### src/rtl/cache_mem_buffer.sv
// Word-serialising buffer between the cache memory-side port and external memory.
// One request at a time; writes are staged then drained, reads are staged then popped.
module cache_mem_buffer #(
    parameter int unsigned BW_ADDR  = 24,
    parameter int unsigned BW_BLOCK = 2
) (
    input  logic               clock_i,
    input  logic               reset_i,
    input  logic               req_i,
    input  logic               req_block_i,
    input  logic               rw_i,
    input  logic [BW_ADDR-1:0] add_i,
    input  logic               write_i,
    input  logic [31:0]        data_i,
    input  logic               read_i,
    output logic               ready_req_o,
    output logic               ready_write_o,
    output logic               ready_read_o,
    output logic [31:0]        data_o,
    output logic               ext_req_o,
    output logic               ext_rw_o,
    output logic               ext_block_o,
    output logic [BW_ADDR-1:0] ext_add_o,
    output logic [31:0]        ext_data_o,
    input  logic               ext_ack_i,
    input  logic               ext_valid_i,
    input  logic [31:0]        ext_data_i
);

    localparam int unsigned BLOCK_WORDS = 2 ** BW_BLOCK;
    localparam int unsigned BW_CNT      = BW_BLOCK + 1;

    typedef enum logic [2:0] {
        IDLE    = 3'd0,
        WR_FILL = 3'd1,
        WR_MEM  = 3'd2,
        RD_CMD  = 3'd3,
        RD_DATA = 3'd4
    } state_t;

    state_t              state_q, state_d;
    logic                ready_req_q, ready_req_d;
    logic                block_q, block_d;
    logic [BW_CNT-1:0]   n_q, n_d;
    logic [BW_ADDR-1:0]  base_q, base_d;
    logic [BW_CNT-1:0]   cap_q, cap_d;
    logic [BW_CNT-1:0]   wcnt_q, wcnt_d;
    logic [BW_CNT-1:0]   rx_q, rx_d;
    logic [BW_CNT-1:0]   pop_q, pop_d;
    logic [31:0]         last_q, last_d;
    logic [31:0]         wmem_q [BLOCK_WORDS];
    logic [31:0]         wmem_d [BLOCK_WORDS];
    logic [31:0]         rmem_q [BLOCK_WORDS];
    logic [31:0]         rmem_d [BLOCK_WORDS];

    logic [BW_CNT-1:0]   rcount;
    logic [31:0]         rhead;
    logic                accept;
    logic                push;
    logic                pop;

    assign rcount = rx_q - pop_q;
    assign rhead  = rmem_q[pop_q[BW_BLOCK-1:0]];
    assign accept = req_i & ready_req_q;
    assign push   = (state_q == RD_DATA) && ext_valid_i && (rx_q < n_q);
    assign pop    = (state_q == RD_DATA) && read_i && (rcount != '0);

    // Next-state, counters and FIFO storage updates
    always_comb begin
        state_d = state_q;
        block_d = block_q;
        n_d     = n_q;
        base_d  = base_q;
        cap_d   = cap_q;
        wcnt_d  = wcnt_q;
        rx_d    = rx_q;
        pop_d   = pop_q;
        last_d  = last_q;
        wmem_d  = wmem_q;
        rmem_d  = rmem_q;

        case (state_q)
            IDLE: begin
                if (accept) begin
                    block_d = req_block_i;
                    n_d     = req_block_i ? BW_CNT'(BLOCK_WORDS) : BW_CNT'(1);
                    base_d  = req_block_i ? (add_i & ~BW_ADDR'(BLOCK_WORDS - 1)) : add_i;
                    cap_d   = '0;
                    wcnt_d  = '0;
                    rx_d    = '0;
                    pop_d   = '0;
                    state_d = rw_i ? WR_FILL : RD_CMD;
                end
            end
            WR_FILL: begin
                if (write_i && (cap_q < n_q)) begin
                    wmem_d[cap_q[BW_BLOCK-1:0]] = data_i;
                    cap_d = cap_q + BW_CNT'(1);
                    if (cap_d == n_q) begin
                        state_d = WR_MEM;
                    end
                end
            end
            WR_MEM: begin
                if (ext_ack_i) begin
                    wcnt_d = wcnt_q + BW_CNT'(1);
                    if (wcnt_d == n_q) begin
                        state_d = IDLE;
                    end
                end
            end
            RD_CMD: begin
                if (ext_ack_i) begin
                    state_d = RD_DATA;
                end
            end
            RD_DATA: begin
                if (push) begin
                    rmem_d[rx_q[BW_BLOCK-1:0]] = ext_data_i;
                    rx_d = rx_q + BW_CNT'(1);
                end
                if (pop) begin
                    last_d = rhead;
                    pop_d  = pop_q + BW_CNT'(1);
                    if (pop_d == n_q) begin
                        state_d = IDLE;
                    end
                end
            end
            default: state_d = IDLE;
        endcase

        ready_req_d = (state_d == IDLE);
    end

    always_ff @(posedge clock_i) begin
        if (reset_i) begin
            state_q     <= IDLE;
            ready_req_q <= 1'b0;
            block_q     <= 1'b0;
            n_q         <= '0;
            base_q      <= '0;
            cap_q       <= '0;
            wcnt_q      <= '0;
            rx_q        <= '0;
            pop_q       <= '0;
            last_q      <= '0;
            wmem_q      <= '{default: '0};
            rmem_q      <= '{default: '0};
        end else begin
            state_q     <= state_d;
            ready_req_q <= ready_req_d;
            block_q     <= block_d;
            n_q         <= n_d;
            base_q      <= base_d;
            cap_q       <= cap_d;
            wcnt_q      <= wcnt_d;
            rx_q        <= rx_d;
            pop_q       <= pop_d;
            last_q      <= last_d;
            wmem_q      <= wmem_d;
            rmem_q      <= rmem_d;
        end
    end

    // Output decode from registered state only
    assign ready_req_o   = ready_req_q;
    assign ready_write_o = (state_q == WR_FILL) && (cap_q < n_q);
    assign ready_read_o  = (rcount != '0);
    assign data_o        = (rcount != '0) ? rhead : last_q;
    assign ext_req_o     = (state_q == WR_MEM) || (state_q == RD_CMD);
    assign ext_rw_o      = (state_q == WR_MEM);
    assign ext_block_o   = (state_q != IDLE) && block_q;
    assign ext_add_o     = (state_q == WR_MEM) ? (base_q + BW_ADDR'(wcnt_q)) :
                           (state_q == RD_CMD) ? base_q : '0;
    assign ext_data_o    = (state_q == WR_MEM) ? wmem_q[wcnt_q[BW_BLOCK-1:0]] : 32'h0;

endmodule

### config.mk
export PLATFORM = sky130hd
export DESIGN_NAME = cache_mem_buffer
export DESIGN_NICKNAME = d
export VERILOG_FILES = /design/src/rtl/cache_mem_buffer.sv
export SDC_FILE = /design/constraint.sdc
export NUM_CORES = 1
export LEC_CHECK = 0
export ABC_AREA = 1
export BUFFER_PORTS_ARGS = -buffer_cell sky130_fd_sc_hd__buf_4
export CAP_MARGIN = 25
export CORE_ASPECT_RATIO = 1.1
export CORE_MARGIN = 4
export CORE_UTILIZATION = 45
export DETAILED_ROUTE_END_ITERATION = 16
export MAX_ROUTING_LAYER = met4
export PLACE_DENSITY = 0.74
export SYNTH_ARGS = -nofsm -noshare
export SYNTH_HDL_FRONTEND = slang
export SYNTH_SLANG_ARGS = --single-unit
### constraint.sdc
create_clock -name clock_i -period 3.41 [get_ports clock_i]
set_clock_uncertainty 0.15 [all_clocks]
set_input_delay 0.1705 -clock clock_i [delete_from_list [all_inputs] [get_ports clock_i]]
set_output_delay 0.1705 -clock clock_i [all_outputs]
set_load 0.01 [all_outputs]
# Word level (Yosys, flattened, before mapping)
# Cells that the tools add are included.
# op_classes
n_addsub	6
mul	0
div	0
magnitude_cmp	8
n_eq_ne	12
shifts	0
n_mux	37
bitwise	5
n_reduce_logical	25
# ops
op	n
$bwmux 128	2
$mux 32	8
$bmux 32 s2	2
$demux 32 s2	2
$mux 24	2
$mux 3	14
$add 24x3->24	1
$pmux 3 s2	4
$pmux 3 s5	1
$add 3x1->3 const B	4
$ge 3x3->1 const B	4
$not 2->3	4
$reduce_and 3->1	4
$eq 3x3->1	3
$logic_and 1x1->1	9
$ne 2x2->1 const B	4
$reduce_and 2->1	4
$eq 3x2->1 const B	2
$logic_not 3->1	2
$lt 3x1->1 const B	2
$lt 3x3->1	2
$reduce_bool 2->1	3
$reduce_bool 3->1	2
$mux 2	2
6 further kinds	6
# word_totals
register_bits	332
latch_bits	0
mem_bits_rw	0
mem_bits_ro	0
inputBits	97
out_inout_bits	94
memories	0

# Depth between registers and ports, before layout
# Gate-level depths: netlist of the first run.
# depth
word_depth	6
ltp_mapped	14
ltp_nobuf	13

# Least setup slack after synthesis of the first run
# No wires, ideal clock.
# synth_timing
path_kind	register -> output
startpoint	reg wcnt_q[1]
endpoint	out ext_add_o[14]
arrival_time_ns	2.341
setup_slack_ns	0.748
path_stages_with_launch	11
cell_sequence	dfxtp_1 -> clkbuf_1 -> inv_1 -> buf_1 -> fa_1 -> inv_1 -> a21oi_1 -> nor2_1 -> nand4_1 -> nand2_1 -> a21boi_0
# synth_via
elab_chain_cells	2
# synth_lines
item	line_no	source
start: declaration	47	logic [BW_CNT-1:0] wcnt_q, wcnt_d;
start signal: assignment	157	wcnt_q <= wcnt_d;
$add 24x3->24	174	assign ext_add_o = (state_q == WR_MEM) ? (base_q + BW_ADDR'(wcnt_q)) :
$mux 24	174	
end: declaration	23	output logic [BW_ADDR-1:0] ext_add_o,
# Every way passes these cells.

# Worst setup path in the final report of the first run
# layout_timing
startpoint	reg base_q[0]
endpoint	out ext_add_o[14]
# layout_via
elab_chain_cells	2
# layout_lines
item	line_no	source
start: declaration	45	logic [BW_ADDR-1:0] base_q, base_d;
start signal: assignment	155	base_q <= base_d;
$add 24x3->24	174	
$mux 24	174	
# Every way passes these cells.

==> results of run 1 <==
[per-stage QoR]
stage,power (mW),cells,instance area (um2)
finish,9.208,2939,19170
global route,9.575,2939,19170
CTS,9.265,2938,19170
detailed placement,5.046,2771,16890
global placement,5.024,2771,16890
floorplan,4.676,2267,15210
[kinds of logic after synthesis]
family / count (synthesis) / synth area share
buf+inv: 395 / 0.09907
fa+ha+maj: 19 / 0.01613
flops: 330 / 0.4345
simple gates: 767 / 0.1967
compound gates: 753 / 0.2520
xor+xnor: 3 / 0.001728
[synthesized netlist by cell type (3+ instances only)]
cell type / instances
nor2_1: 498
o21ai_0: 473
dfxtp_1: 330
inv_1: 242
a21oi_1: 239
nand2_1: 218
clkbuf_1: 123
o22ai_1: 37
nand3_1: 30
buf_2: 19
ha_1: 18
buf_1: 10
nor3_1: 7
nand4_1: 6
nand3_2: 4
xor2_1: 3
[power by group]
part | total (mW) | switching [mW] | internal, mW
clock | 4.14 | 1.63 | 2.50
combinational | 1.07 | 0.680 | 0.394
sequential | 4.00 | 0.0699 | 3.93
[sequential cells by signal, indices dropped and copies added (netlist names)]
name         count
cap_q            3
n_q              2
last_q          32
pop_q            3
ready_req_o      1
rmem_q         128
base_q          24
wcnt_q           3
state_q          3
rx_q             3
wmem_q         128
[repair_timing]
| item | CTS | global route |
|---|---|---|
| resized for setup | 0 | 2 |
| hold buffers | 99 | 0 |
| setup endpoints to repair | 0 | 3 |
| hold endpoints to repair | 318 | 0 |
[worst min-delay path, delay by kind of cell]
family                 cells  cell delay (ns)
AND/OR/NAND/NOR            3             0.34
AO/OA/AOI/OAI              1             0.09
buffers and inverters      1             0.11
[layer usage]
layer,part of all wire,track usage,up-vias,wire [um]
li1,-,-,7751,-
met1,0.42,0.2968,7153,18930
met2,0.49,0.4136,564,22070
met3,0.064,0.03298,100,2905
met4,0.029,0.07983,0,1296
met5,0,-,-,0
[area by class of cell]
type,instances,area [um2]
fill,3048,14110
multi-input combinational,1542,7108
sequential,330,6609
timing repair buffer,323,2710
clock buffer,53,1109
inverter,243,917.1
tap,432,540.5
clock inverter,15,175.2
antenna,1,2.502
[worst min path at each step]
stage	startpoint	to	slack, ns	depth (start not counted)
2_1_floorplan	data_i[0]	wmem_q[0]	0.16	2
3_3_place_gp	data_i[17]	wmem_q[17]	0.27	3
3_5_place_dp	data_i[29]	wmem_q[29]	0.28	3
4_1_cts	req_i	state_q[0]	0.06	5
5_1_grt	req_i	state_q[0]	0.13	5
6_report	req_i	state_q[0]	0.09	5
==> reports/qor.yml, run 1 <==
routing:
  wl_mm: 45.20
  initialDrtViolationCount: 1245
  num_vias: 15570
  viasPerCell: 5.297
  route.detailed.drc: 0
  firstDrtPassIters: 5
  post_drt_wl_per_cell_um: 15.38
  postRouteAntennaNets: 0
timing:
  fin_crit_sh: 0.8982
  tightestPinTransition_ns: 1.028
  fin_crit_ns: 3.063
  fin_tns_setup_ns: 0
  setup_slack_ns: 0.3471
  setup_viol: 0
  final_hold_viol_count: 0
  rsz0062_at_grt: "no"
  fmax_mhz: 326.5
  slew_violations: 0
  timing.max_slew.rel_slack: 0.3147
  holdWs_ns: 0.09317
pwr:
  p_leak_nw: 7.387
  ir_drop_mv: 0.4208
  powerDensity_nw_per_um2: 480.3
synth:
  ys_warn_count: 0
  synth_top_area_share: 0.4345
  synth.distinct_cells: 25
  syn_nets: 2383
  synth_area_per_cell_um2: 6.707
  synth_edf_count: 0
  syn_inst: 2267
  async_reset_ff_frac: 0
  ys_seq_area_frac: 0.4345
  ys_ff_latch: 330
  synth_largest_area_cell: "dfxtp_1"
  synth_ff_type: "dfxtp_1"
  synthesis.area_um2: 15210
  synth_area_leaders: "dfxtp_1, o21ai_0, nor2_1"
setup_path:
  cpMaxStageDelayCell: "fa_1"
  cp_num_buf_inv: 3
  critical_path_cell_count: 10
  rrSetupSlack_ns: 0.46
  cpMostUsedCell: "inv_1"
  critPathCaptureType: "primary output"
  path_class: "register to primary output"
  critPathLaunch: "base_q[0]"
  startpoint_type: "register"
  worstPathArrival_ns: 2.74
  critical_path.max_stage_delay_ns: 0.37
  worstReg2RegStart: "pop_q[1]"
  endpoint: "ext_add_o[14]"
  critical-path-top-delay-family: "simple AND/OR/NAND/NOR gates"
  r2r_end: "ready_req_o"
  cp_data_required_time_ns: 3.09
  cp_cell_sequence: "ha_1, inv_1, fa_1, inv_1, a21oi_1, nor2_2, nand4_1, o21ai_0, a21boi_0, buf_4"
  r2r_cells: 13
  critPathMaxFanout: 8
grt:
  grt_use_total: 0.2428
  antenna_found_initial: 1
  grt_max_degree: 161
  grt_pass1_wl_mm: 73.64
  grt_pass1_vias: 14810
  grt_overflow: 0
placed_design:
  routabilityCongestion: 0.9214
  portBuffers: 190
  post-place-ws_ns: 0.7093
  place_hpwl_mm: 27.04
cts:
  clockBufferDepth: 3
  root_buffer: "clkbuf_16"
  clk_pin_slew_ns: 0.06
  cts_sinks: 330
  clock_latency_ns: 0.53
  cts_made_buffers: 38
  htree_levels: 2
  tritoncts: "done"
  post-cts-setup-buffers: 0
die:
  fp.dieArea_um2: 36800
  num_io_pins: 191
  start_util: 0.4569
  core_um2: 33280
  die_h_um: 200.8
  num_rows: 70
  fp.dieW_um: 183.3
final_layout:
  drive_above_1_share: 0.1201
  final_util: 0.5760
  final_cell_mix: "nor2_1, o21ai_0, dfxtp_1, inv_1, a21oi_1"
  syn_to_final_growth_pct: 26.08
  layout_commonest_cell: "nor2_1"
  fin_nets: 2594
worst_hold_path:
  min_path_type: "input pin to register"
run_status:
  outcome: "finished, final reports clean"
run:
  drv_cap: 0
No activity file was read; power rests on OpenSTA's default activity.
==> run 2, diff against run 1 <==
Settings changed: MAX_ROUTING_LAYER met4 to unset.
==> reports/qor.yml, run 2 (same netlist as run 1, synthesis figures left out) <==
grt:
  grt_overflow: 0
  grt_pass1_wl_mm: 72.71
  antenna_found_initial: 3
  grt_pass1_vias: 14810
  grt_max_degree: 103
  grt_use_total: 0.2332
timing:
  setup_viol: 0
  final_hold_viol_count: 0
  rsz0062_at_grt: "no"
  fin_tns_setup_ns: 0
  fin_crit_ns: 3.230
  setup_slack_ns: 0.1795
  holdWs_ns: 0.07740
  fin_crit_sh: 0.9474
  slew_violations: 0
  timing.max_slew.rel_slack: 0.4546
  tightestPinTransition_ns: 0.8181
  fmax_mhz: 309.6
final_layout:
  syn_to_final_growth_pct: 26.08
  final_cell_mix: "nor2_1, o21ai_0, dfxtp_1, inv_1, a21oi_1"
  drive_above_1_share: 0.1202
  fin_nets: 2594
  reg_top3: "rmem_q (128), wmem_q (128), last_q (32)"
  layout_commonest_cell: "nor2_1"
setup_path:
  critPathLaunch: "wcnt_q[1]"
  worstReg2RegStart: "wcnt_q[0]"
  critPathCaptureType: "primary output"
  path_class: "register to primary output"
  r2r_cells: 11
  worstPathArrival_ns: 2.91
  endpoint: "ext_add_o[23]"
  rrSetupSlack_ns: 0.48
  cp_data_required_time_ns: 3.09
  r2r_end: "ready_req_o"
  startpoint_type: "register"
  critPathMaxFanout: 35
die:
  die_h_um: 200.8
  num_io_pins: 191
  core_um2: 33280
  fp.dieArea_um2: 36800
  fp.dieW_um: 183.3
  start_util: 0.4569
  num_rows: 70
pwr:
  switchingPower_mw: 2.306
  powerDensity_nw_per_um2: 479.3
  ir_drop_mv: 0.4184
  combPwrFrac: 0.116
  intPower_mw: 6.882
  p_leak_nw: 7.391
  swShare: 0.2510
  pwr-share-seq: 0.435
  p_clk_frac: 0.449
routing:
  initialDrtViolationCount: 1159
  viasPerCell: 5.255
  route.detailed.drc: 0
  num_vias: 15450
  firstDrtPassIters: 7
  post_drt_wl_per_cell_um: 15.11
  wl_mm: 44.43
  postRouteAntennaNets: 0
cts:
  root_buffer: "clkbuf_16"
  cts_sinks: 330
  cts_made_buffers: 37
  clock_latency_ns: 0.51
  clk_pin_slew_ns: 0.06
  htree_levels: 2
  tritoncts: "done"
  clockBufferDepth: 3
run:
  drv_cap: 0
placed_design:
  routabilityCongestion: 0.8950
  place_hpwl_mm: 26.89
  portBuffers: 190
  post-place-ws_ns: 0.8349
run_status:
  outcome: "finished, final reports clean"
worst_hold_path:
  min_path_type: "input pin to register"
-- run 2: worst min-delay path by stage --
stage,slack [ns],start,end,cells past startpoint
2_1_floorplan,0.16,data_i[0],wmem_q[0],2
4_1_cts,0.05,req_i,state_q[0],5
3_5_place_dp,0.27,add_i[0],base_q[0],3
6_report,0.08,req_i,state_q[0],5
5_1_grt,0.13,req_i,state_q[0],5
3_3_place_gp,0.25,add_i[0],base_q[0],3
-- run 2: what timing repair did --
item / in CTS / in global routing
setup buffers: 0 / 0
endpoints found under the hold margin: 319 / 0
hold buffers: 98 / 0
resized for setup: 0 / 0
-- run 2: per-layer routing --
layer,global-route usage,share of wire,vias up
met5,0,0,-
met4,0.07690,0.028,0
met3,0.03751,0.062,98
met1,0.2913,0.42,7076
li1,-,-,7755
met2,0.4089,0.49,520
-- run 2: per-stage QoR --
stage | instance area (um2) | power (mW) | util | std cells
CTS | 19160 | 9.242 | 0.5758 | 2937
global placement | 16890 | 5.017 | 0.5076 | 2773
detailed placement | 16890 | 5.035 | 0.5076 | 2773
floorplan | 15210 | 4.676 | - | 2267
finish | 19170 | 9.189 | 0.5761 | 2940
global route | 19170 | 9.550 | 0.5761 | 2940
-- run 2: power groups by stage --
stage | clock network, mW | logic, mW | registers [mW]
floorplan | 0 | 0.615 | 4.06
global placement | 0 | 0.940 | 4.08
detailed placement | 0 | 0.956 | 4.08
CTS | 4.19 | 1.06 | 3.99
global route | 4.34 | 1.20 | 4.01
finish | 4.12 | 1.07 | 4.00
-- run 2: cell type report --
cell class,count,area (um2)
timing repair buffer,324,2703
inverter,243,917.1
antenna,3,7.507
fill,3055,14110
sequential,330,6609
clock buffer,59,1201
clock inverter,7,88.84
tap,432,540.5
multi-input combinational,1542,7106
-- run 2: worst max-delay path: stages, from the launching register on --
cell and delay (ns):
dfxtp_1 0.32, buf_4 0.41, ha_1 0.19, nand2_1 0.05
o21ai_0 0.51, nand2_1 0.28, inv_1 0.16, nand2_1 0.08
nand2_1 0.07, nand2_1 0.04, nand2_1 0.04, o21ai_0 0.08
buf_4 0.16
==> run 3, diff against run 2 <==
Settings changed: ABC_AREA 1 to 0, CAP_MARGIN 25 to unset, CTS_CLUSTER_SIZE set to 12.
==> reports/qor.yml, run 3 <==
setup_path:
  worstReg2RegStart: "state_q[0]"
  cp_data_required_time_ns: 3.09
  path_class: "register to primary output"
  rrSetupSlack_ns: 0.70
  critPathMaxFanout: 35
  cpMaxStageDelayCell: "or2_2"
  critical_path.max_stage_delay_ns: 0.79
  critPathCaptureType: "primary output"
  worstPathArrival_ns: 2.95
  cp_cell_sequence: "inv_1, ha_1, nor2b_1, xnor2_1, or2_2, mux2_2, buf_4"
  cp_num_buf_inv: 2
  r2r_cells: 6
  startpoint_type: "register"
  r2r_end: "rmem_q[42]"
  critical-path-top-delay-family: "simple AND/OR/NAND/NOR gates"
routing:
  postRouteAntennaNets: 0
  num_vias: 12940
  route.detailed.drc: 0
  wl_mm: 40.47
  viasPerCell: 5.378
  initialDrtViolationCount: 917
  firstDrtPassIters: 5
  post_drt_wl_per_cell_um: 16.82
timing:
  fin_crit_ns: 3.269
  fin_tns_setup_ns: 0
  timing.max_slew.rel_slack: 0.3599
  rsz0062_at_grt: "no"
  final_hold_viol_count: 0
  tightestPinTransition_ns: 0.9601
  slew_violations: 0
  setup_viol: 0
  fmax_mhz: 305.9
  fin_crit_sh: 0.9586
cts:
  clockBufferDepth: 3
  cts_sinks: 330
  clk_pin_slew_ns: 0.06
  clock_latency_ns: 0.52
  root_buffer: "clkbuf_16"
  cts_made_buffers: 37
  post-cts-setup-buffers: 0
  htree_levels: 2
  tritoncts: "done"
final_layout:
  fin_cells: 2406
  final_cell_mix: "nand2_1, dfxtp_1, buf_4, a21oi_1, dlygate4sd3_1"
  final_util: 0.5655
  fillers: 2820
  layout_commonest_cell: "nand2_1"
  syn_to_final_growth_pct: 23.79
  drive_above_1_share: 0.2397
  fin_nets: 2064
  reg_top3: "rmem_q (128), wmem_q (128), last_q (32)"
synth:
  synthesis.area_um2: 15200
  synth_top_area_share: 0.4346
  synth_area_per_cell_um2: 8.752
  async_reset_ff_frac: 0
  synth_edf_count: 0
  synthTopCellsByCount: "nand2_1, dfxtp_1, a21oi_1, clkbuf_1, a21oi_2"
  ys_warn_count: 0
  synth_most_common_cell: "nand2_1"
  ys_seq_area_frac: 0.4346
  synth_ff_type: "dfxtp_1"
  syn_inst: 1737
  ys_ff_latch: 330
  syn_nets: 1853
  synth_area_leaders: "dfxtp_1, nand2_1, mux4_2"
  synth_largest_area_cell: "dfxtp_1"
  synth.distinct_cells: 53
pwr:
  ir_drop_mv: 0.3559
  p_leak_nw: 6.768
  powerDensity_nw_per_um2: 443.4
die:
  fp.dieW_um: 183.2
  fp.dieArea_um2: 36790
  core_um2: 33280
  num_rows: 70
  die_h_um: 200.8
  start_util: 0.4568
  num_io_pins: 191
grt:
  grt_pass1_wl_mm: 65.25
  grt_use_total: 0.2111
  antenna_found_initial: 1
  grt_pass1_vias: 13070
  grt_max_degree: 113
  grt_overflow: 0
worst_hold_path:
  hold_depth: 2
  min_from: "reset_i"
  min_delay_worst_endpoint: "wmem_q[77]"
  min_path_type: "input pin to register"
placed_design:
  routabilityCongestion: 0.8211
  place_hpwl_mm: 24.30
  placed_cells: 2248
  portBuffers: 190
run:
  drv_cap: 0
run_status:
  outcome: "finished, final reports clean"
-- run 3: cell count changes after synthesis, sizes merged, moves of 33 or more --
cell and change:
o21ai -472, nor2 -429, nand2 +360, inv -228, mux4 +64, a21oi +60, and2 +37, o22ai -37
mux2i +33
-- run 3: cell families (layout without fill, tap and decap cells) --
family	Yosys count	after routing	share of synthesized area
other	0	1	0
AND/OR/NAND/NOR	760	760	0.2086
buffers and inverters	153	389	0.05218
multiplexers	129	129	0.1402
flip-flops	330	330	0.4346
XOR/XNOR	33	33	0.01901
adder cells (fa/ha/maj)	19	19	0.01613
AO/OA/AOI/OAI	313	313	0.1293
-- run 3: how the worst max path moves through the flow --
| stage | cells after the start | slack [ns] | from | end |
|---|---|---|---|---|
| global placement | 5 | 0.78 | state_q[0] | rx_q[2] |
| floorplan | 9 | 0.51 | wcnt_q[1] | ext_add_o[16] |
| CTS | 7 | 0.14 | rx_q[0] | data_o[30] |
| global route | 7 | 0.002 | rx_q[0] | data_o[16] |
| finish | 7 | 0.14 | rx_q[0] | data_o[16] |
| detailed placement | 7 | 0.73 | rx_q[0] | data_o[30] |
-- run 3: repair_timing --
item	4_1_cts	5_1_grt
endpoints found under the hold margin	293	0
hold buffers	93	0
resized for setup	0	0
-- run 3: layout make-up --
class	count	area, um2	area share
multi-input cells	1254	7807	0.4149
flip-flops and latches	330	6610	0.3512
repair buffers	311	2613	0.1388
clock buffers	56	1100	0.05844
well taps	432	540.5	0.02872
clock inverters	8	93.84	0.004986
inverters	14	52.55	0.002792
diodes	1	2.502	0.0001330
-- run 3: through the flow --
step                      hold WS [ns]  instance area [um2]  power (mW)  setup WS [ns]
after floorplan                 0.1565                15200       4.217         0.5135
after CTS                      0.01576                18820       8.413         0.1403
after global routing           0.06608                18820       8.625       0.001569
after detailed placement        0.2791                16690       4.419         0.7297
final                          0.02981                18820       8.345         0.1413
after global placement          0.2705                16690       4.413         0.7776
-- run 3: power breakdown --
group	internal [mW]	switching [mW]
Combinational	0.231	0.272
Clock	2.37	1.54
Sequential	3.89	0.0399
-- run 3: routing by layer --
metal  part of all wire  global-route usage  up-vias
li1                   -                   -     6236
met1               0.41              0.2609     6241
met2               0.52              0.3791      396
met3              0.058             0.03099       66
met4              0.021             0.06360        0
met5                  0                   0        -
